**src/rtl/mc_pkg.sv**
```systemverilog
// Shared encodings for the multicycle RV32I control unit: FSM states, opcodes
// and the select codes driven into the datapath.
package mc_pkg;

    typedef enum logic [3:0] {
        S_FETCH    = 4'd0,
        S_DECODE   = 4'd1,
        S_MEMADR   = 4'd2,
        S_MEMREAD  = 4'd3,
        S_MEMWB    = 4'd4,
        S_MEMWRITE = 4'd5,
        S_EXECUTER = 4'd6,
        S_EXECUTEI = 4'd7,
        S_ALUWB    = 4'd8,
        S_BEQ      = 4'd9,
        S_JAL      = 4'd10
    } statetype;

    localparam logic [6:0] OP_LW  = 7'b0000011;
    localparam logic [6:0] OP_SW  = 7'b0100011;
    localparam logic [6:0] OP_R   = 7'b0110011;
    localparam logic [6:0] OP_I   = 7'b0010011;
    localparam logic [6:0] OP_BEQ = 7'b1100011;
    localparam logic [6:0] OP_JAL = 7'b1101111;

    localparam logic [2:0] ALU_ADD = 3'b000;
    localparam logic [2:0] ALU_SUB = 3'b001;
    localparam logic [2:0] ALU_AND = 3'b010;
    localparam logic [2:0] ALU_OR  = 3'b011;
    localparam logic [2:0] ALU_SLT = 3'b101;

    localparam logic [1:0] ALUOP_ADD   = 2'b00;
    localparam logic [1:0] ALUOP_SUB   = 2'b01;
    localparam logic [1:0] ALUOP_FUNCT = 2'b10;

    localparam logic [1:0] IMM_I = 2'b00;
    localparam logic [1:0] IMM_S = 2'b01;
    localparam logic [1:0] IMM_B = 2'b10;
    localparam logic [1:0] IMM_J = 2'b11;

    localparam logic [1:0] RES_ALUOUT    = 2'b00;
    localparam logic [1:0] RES_DATA      = 2'b01;
    localparam logic [1:0] RES_ALURESULT = 2'b10;

    localparam logic [1:0] SRCA_PC    = 2'b00;
    localparam logic [1:0] SRCA_OLDPC = 2'b01;
    localparam logic [1:0] SRCA_RD1   = 2'b10;

    localparam logic [1:0] SRCB_RD2  = 2'b00;
    localparam logic [1:0] SRCB_IMM  = 2'b01;
    localparam logic [1:0] SRCB_FOUR = 2'b10;

    typedef struct packed {
        logic       pcupdate;
        logic       branch;
        logic       adrsrc;
        logic       memwrite;
        logic       irwrite;
        logic       regwrite;
        logic       retire;
        logic [1:0] resultsrc;
        logic [1:0] alusrca;
        logic [1:0] alusrcb;
        logic [1:0] aluop;
    } ctrl_t;

    function automatic logic [1:0] imm_src(input logic [6:0] op);
        case (op)
            OP_SW:   imm_src = IMM_S;
            OP_BEQ:  imm_src = IMM_B;
            OP_JAL:  imm_src = IMM_J;
            default: imm_src = IMM_I;
        endcase
    endfunction

endpackage

```
**src/rtl/multicycle_controller_alu_decoder.sv**
```systemverilog
// Maps the FSM's ALUOp plus instruction fields to an ALU operation code.
module alu_decoder
    import mc_pkg::*;
(
    input  logic [1:0] aluop,
    input  logic [2:0] funct3,
    input  logic       funct7b5,
    input  logic       op5,
    output logic [2:0] alucontrol
);

    always_comb begin
        alucontrol = ALU_ADD;
        case (aluop)
            ALUOP_SUB: alucontrol = ALU_SUB;
            ALUOP_FUNCT: begin
                case (funct3)
                    // op5 separates R-type sub from addi, whose imm[10] lands on funct7b5
                    3'b000:  alucontrol = (op5 & funct7b5) ? ALU_SUB : ALU_ADD;
                    3'b010:  alucontrol = ALU_SLT;
                    3'b110:  alucontrol = ALU_OR;
                    3'b111:  alucontrol = ALU_AND;
                    default: alucontrol = ALU_ADD;
                endcase
            end
            default: alucontrol = ALU_ADD;
        endcase
    end

endmodule

```
**src/rtl/multicycle_controller.sv**
```systemverilog
// Moore FSM sequencing the shared-memory/shared-ALU RV32I datapath; enables are
// masked combinationally by reset so nothing writes once reset falls.
module multicycle_controller
    import mc_pkg::*;
#(
    parameter statetype RESET_STATE = S_FETCH
) (
    input  logic       clk,
    input  logic       reset,
    input  logic [6:0] op,
    input  logic [2:0] funct3,
    input  logic       funct7b5,
    input  logic       Zero,
    output logic       PCWrite,
    output logic       AdrSrc,
    output logic       MemWrite,
    output logic       IRWrite,
    output logic [1:0] ResultSrc,
    output logic [1:0] ALUSrcA,
    output logic [1:0] ALUSrcB,
    output logic [2:0] ALUControl,
    output logic [1:0] ImmSrc,
    output logic       RegWrite,
    output logic       Retire,
    output logic       Illegal
);

    statetype state;
    ctrl_t    ctrl;
    logic     illegal_q;

    always_ff @(posedge clk or negedge reset) begin
        if (!reset) begin
            state     <= RESET_STATE;
            illegal_q <= 1'b0;
        end else begin
            case (state)
                S_FETCH: state <= S_DECODE;
                S_DECODE: begin
                    case (op)
                        OP_LW, OP_SW: state <= S_MEMADR;
                        OP_R:         state <= S_EXECUTER;
                        OP_I:         state <= S_EXECUTEI;
                        OP_BEQ:       state <= S_BEQ;
                        OP_JAL:       state <= S_JAL;
                        default: begin
                            state     <= S_FETCH;
                            illegal_q <= 1'b1;
                        end
                    endcase
                end
                S_MEMADR:   state <= (op == OP_SW) ? S_MEMWRITE : S_MEMREAD;
                S_MEMREAD:  state <= S_MEMWB;
                S_MEMWB:    state <= S_FETCH;
                S_MEMWRITE: state <= S_FETCH;
                S_EXECUTER: state <= S_ALUWB;
                S_EXECUTEI: state <= S_ALUWB;
                S_ALUWB:    state <= S_FETCH;
                S_BEQ:      state <= S_FETCH;
                S_JAL:      state <= S_ALUWB;
                default:    state <= S_FETCH;
            endcase
        end
    end

    always_comb begin
        ctrl = '0;
        case (state)
            S_FETCH: begin
                ctrl.irwrite   = 1'b1;
                ctrl.pcupdate  = 1'b1;
                ctrl.alusrca   = SRCA_PC;
                ctrl.alusrcb   = SRCB_FOUR;
                ctrl.aluop     = ALUOP_ADD;
                ctrl.resultsrc = RES_ALURESULT;
            end
            S_DECODE: begin
                ctrl.alusrca = SRCA_OLDPC;
                ctrl.alusrcb = SRCB_IMM;
                ctrl.aluop   = ALUOP_ADD;
            end
            S_MEMADR: begin
                ctrl.alusrca = SRCA_RD1;
                ctrl.alusrcb = SRCB_IMM;
                ctrl.aluop   = ALUOP_ADD;
            end
            S_MEMREAD: begin
                ctrl.resultsrc = RES_ALUOUT;
                ctrl.adrsrc    = 1'b1;
            end
            S_MEMWB: begin
                ctrl.resultsrc = RES_DATA;
                ctrl.regwrite  = 1'b1;
                ctrl.retire    = 1'b1;
            end
            S_MEMWRITE: begin
                ctrl.resultsrc = RES_ALUOUT;
                ctrl.adrsrc    = 1'b1;
                ctrl.memwrite  = 1'b1;
                ctrl.retire    = 1'b1;
            end
            S_EXECUTER: begin
                ctrl.alusrca = SRCA_RD1;
                ctrl.alusrcb = SRCB_RD2;
                ctrl.aluop   = ALUOP_FUNCT;
            end
            S_EXECUTEI: begin
                ctrl.alusrca = SRCA_RD1;
                ctrl.alusrcb = SRCB_IMM;
                ctrl.aluop   = ALUOP_FUNCT;
            end
            S_ALUWB: begin
                ctrl.resultsrc = RES_ALUOUT;
                ctrl.regwrite  = 1'b1;
                ctrl.retire    = 1'b1;
            end
            S_BEQ: begin
                ctrl.alusrca   = SRCA_RD1;
                ctrl.alusrcb   = SRCB_RD2;
                ctrl.aluop     = ALUOP_SUB;
                ctrl.resultsrc = RES_ALUOUT;
                ctrl.branch    = 1'b1;
                ctrl.retire    = 1'b1;
            end
            S_JAL: begin
                ctrl.alusrca   = SRCA_OLDPC;
                ctrl.alusrcb   = SRCB_FOUR;
                ctrl.aluop     = ALUOP_ADD;
                ctrl.resultsrc = RES_ALUOUT;
                ctrl.pcupdate  = 1'b1;
            end
            default: ctrl = '0;
        endcase
    end

    alu_decoder u_alu_decoder (
        .aluop      (ctrl.aluop),
        .funct3     (funct3),
        .funct7b5   (funct7b5),
        .op5        (op[5]),
        .alucontrol (ALUControl)
    );

    // reset gates every write strobe so an aborted instruction leaves no side effects
    assign PCWrite   = reset & (ctrl.pcupdate | (ctrl.branch & Zero));
    assign IRWrite   = reset & ctrl.irwrite;
    assign MemWrite  = reset & ctrl.memwrite;
    assign RegWrite  = reset & ctrl.regwrite;
    assign Retire    = reset & ctrl.retire;
    assign AdrSrc    = ctrl.adrsrc;
    assign ResultSrc = ctrl.resultsrc;
    assign ALUSrcA   = ctrl.alusrca;
    assign ALUSrcB   = ctrl.alusrcb;
    assign ImmSrc    = imm_src(op);
    assign Illegal   = illegal_q;

endmodule

```
**config.mk**
```make
export PLATFORM = sky130hd
export DESIGN_NAME = multicycle_controller
export DESIGN_NICKNAME = d
export VERILOG_FILES = /design/src/rtl/mc_pkg.sv /design/src/rtl/multicycle_controller_alu_decoder.sv /design/src/rtl/multicycle_controller.sv
export SDC_FILE = /design/constraint.sdc
export NUM_CORES = 1
export LEC_CHECK = 0
export CORE_MARGIN = 2
export CORE_UTILIZATION = 43
export CTS_BUF_LIST = sky130_fd_sc_hd__clkbuf_8
export DETAILED_ROUTE_END_ITERATION = 10
export GPL_TIMING_DRIVEN = 0
export MAX_ROUTING_LAYER = met4
export PLACE_DENSITY = 0.95
export REMOVE_ABC_BUFFERS = 1
export SLEW_MARGIN = 10
export SYNTH_ARGS = -nofsm -noshare
export SYNTH_HDL_FRONTEND = slang
export SYNTH_SLANG_ARGS = --single-unit
```
**constraint.sdc**
```tcl
create_clock -name clk -period 3.2 [get_ports clk]
set_input_delay 0.8 -clock clk [delete_from_list [all_inputs] [get_ports clk]]
set_output_delay 0.8 -clock clk [all_outputs]
set_load 0.05 [all_outputs]
```
==> results.toml <==
[synthesis]
synth_cells = 81
synth_edf_count = 0
synth_ff_type = "dfrtp_1"
synth_top_area_frac = 0.206
synth_largest_area_cell = "dfrtp_1"
ys_warn_count = 0
synthTopCellsByArea = "dfrtp_1 (21%), nor2b_1 (6.2%), a21oi_1 (4.1%)"
syn_area_sq_um = 607
ys_seq_elements = 5
syn_area_per_cell_sq_um = 7.49
ys_types = 37
async_flop_share = 1.00
synth-seq-area-share = 0.206
synth.top_cells.by_count = "nand2_1 (6), nor2b_1 (6)"

[clocking]
cts_resized = 19
cts_tree = "yes"
cts_root_buffer = "clkbuf_8"
cts_buffer_depth = 2
worstSkewPairLatency_ns = 0.22
clkTransAtPathRegs_ns = 0.04
numCtsBuffers = 3
h-tree-depth = 1
post_cts_buffers = 0
cts_sinks = 5
cts_hold_buf = 0

[drt]
finalWirelength_mm = 1.68
via_per_inst = 5.59
post_drt_wl_per_cell_microns = 13.3
drtAntennaViolNets = 0
drt-pass1-iter-count = 4
drtIter0Drc = 15
drc = 0
vias = 704

[pwr]
p_leak_nw = 0.403
pwr-share-seq = 0.182
swShare = 0.512
p_comb_frac = 0.616
p_switching_uw = 288
cellInternalPower_uw = 275
clkPwrFrac = 0.202
p_per_area_nw_per_um2 = 601
ir_worst_vdd_mv = 0.344
finalPower_uw = 563

[sta]
hold_violations = 0
skew_ns = 0.00236
rsz0062_at_grt = "false"
slew_headroom = 0.664
finalCritPeriodShare = 0.974
fmax_ghz = 0.321
period_needed_ns = 3.12
finalWorstSetupSlack_ns = 0.0827
worstMarginPinSlew_ns = 0.503
setup_violations = 0
drv_slew = 0

[status]
status = "finished, final reports clean"

[run]
cap_violations = 0

[floorplanning]
core-area_sq_um = 1320
die_w_microns = 41.6
placementRows = 13
io_pins = 32
fp.dieH_microns = 41.6
dieArea_sq_um = 1730
start_util = 0.461

[worst_setup_path]
end_kind = "output port"
cp_max_fo = 10
arrival_ns = 2.32
reg2regPathDepth = 3
reg2reg_to = "state[1]"
cp.required_ns = 2.40
reg2reg_from = "state[3]"
cp-start-kind = "register"
r2r_setup_slack_ns = 2.01
worstSetupPathType = "reg2out"

[layout]
multi_input_area_sq_um = 435
fin_cells = 126
drive_gt1_frac = 0.144
num-fill-cells = 94
areaGrowthSynthToFinish_pct = 54.4
nets = 128
insertedDiodeCount = 0
ff_latch_area_sq_um = 128

[global_routing]
overflow = 0
antenna_found_initial = 0
grt_usage = 0.208
grt_pass1_wl_mm = 2.79
grt_pass1_vias = 668
grt_start_max_net_pins = 16

[placed_design]
io_buffers = 31
pre_cts_slack_ns = -0.331
hpwl_mm = 1.32
finalWeightedCongestion = 0.773
post-place-cells = 122

[hold_path]
hold_start = "Illegal"
holdCritPathClass = "reg2reg"
whs_path_depth = 1
min_to = "Illegal"
## logic make-up (layout without fill, tap and decap cells)
kind of cell             Yosys count  in the layout  synth area share
AO/OA/AOI/OAI                     15             15             0.153
XOR/XNOR                           2              2            0.0289
adder cells (fa/ha/maj)            2              2            0.0412
buffers and inverters             10             40            0.0845
flip-flops                         5              5             0.206
multiplexers                       1              1            0.0165
AND/OR/NAND/NOR                   46             46             0.470
## power by group through the flow
stage | Combinational (mW) | Clock, mW | Sequential [mW]
floorplan | 0.235 | 0 | 0.0942
global placement | 0.344 | 0 | 0.0996
detailed placement | 0.353 | 0 | 0.101
CTS | 0.346 | 0.116 | 0.102
global route | 0.364 | 0.120 | 0.105
finish | 0.347 | 0.114 | 0.103
## worst max path at each step
stage	startpoint	to	slack, ns	depth (start not counted)
6_report	state[2]	ALUControl[2]	0.08	5
3_5_place_dp	op[2]	ImmSrc[0]	-0.33	5
2_1_floorplan	state[0]	ALUControl[2]	-0.49	4
4_1_cts	state[1]	ALUControl[0]	0.01	8
3_3_place_gp	op[2]	ImmSrc[0]	-0.32	5
5_1_grt	state[2]	ALUControl[2]	0.003	5
## cell usage in the layout (no fill, tap or decap), types with 2 or more instances in the layout
master	instances
clkdlybuf4s50_1	21
nor2b_1	6
nand2_1	6
inv_1	5
nor2_1	5
a21oi_1	5
nor3_1	4
o21ai_0	4
and2_1	4
dlygate4sd2_1	4
dfrtp_1	3
nand4_1	3
clkbuf_8	3
clkbuf_2	3
and3_1	2
and3b_1	2
xnor2_1	2
nor3b_1	2
o211ai_1	2
ha_1	2
dfrtp_2	2
## critical path, cell delays in order, from the launching register on
cell and delay, ns:
dfrtp_1 0.47, nand2b_4 0.19, or3_4 0.35, ha_1 0.32, nor4_1 0.34, clkdlybuf4s18_2 0.42
## sequential cells by signal, summed over array words and instances, names as in the netlist
signal	count
state	4
Illegal	1
## area by class of cell
cell class	instances	area share
clock inverter	1	0.00401
sequential	5	0.136
clock buffer	3	0.0441
inverter	5	0.0200
multi-input combinational	66	0.465
tap	15	0.0200
timing repair buffer	31	0.311
## layer usage
metal  GRT usage  up-vias  part of all wire
li1            -      348                 -
met1       0.205      328              0.41
met2       0.384       28              0.53
met3      0.0304        0             0.060
met4       0.116        0                 0
met5           -        -                 0
## per-stage QoR
step / hold slack (ns) / setup TNS [ns] / utilization / instance area [sq um]
6_report: 0.461 / 0 / 0.711 / 937
2_1_floorplan: 0.504 / -0.531 / - / 574
3_3_place_gp: 0.455 / -1.56 / 0.686 / 903
3_5_place_dp: 0.456 / -1.79 / 0.686 / 903
5_1_grt: 0.513 / 0 / 0.711 / 937
4_1_cts: 0.468 / 0 / 0.716 / 943
Note: power is estimated with default switching activity, not from simulation.
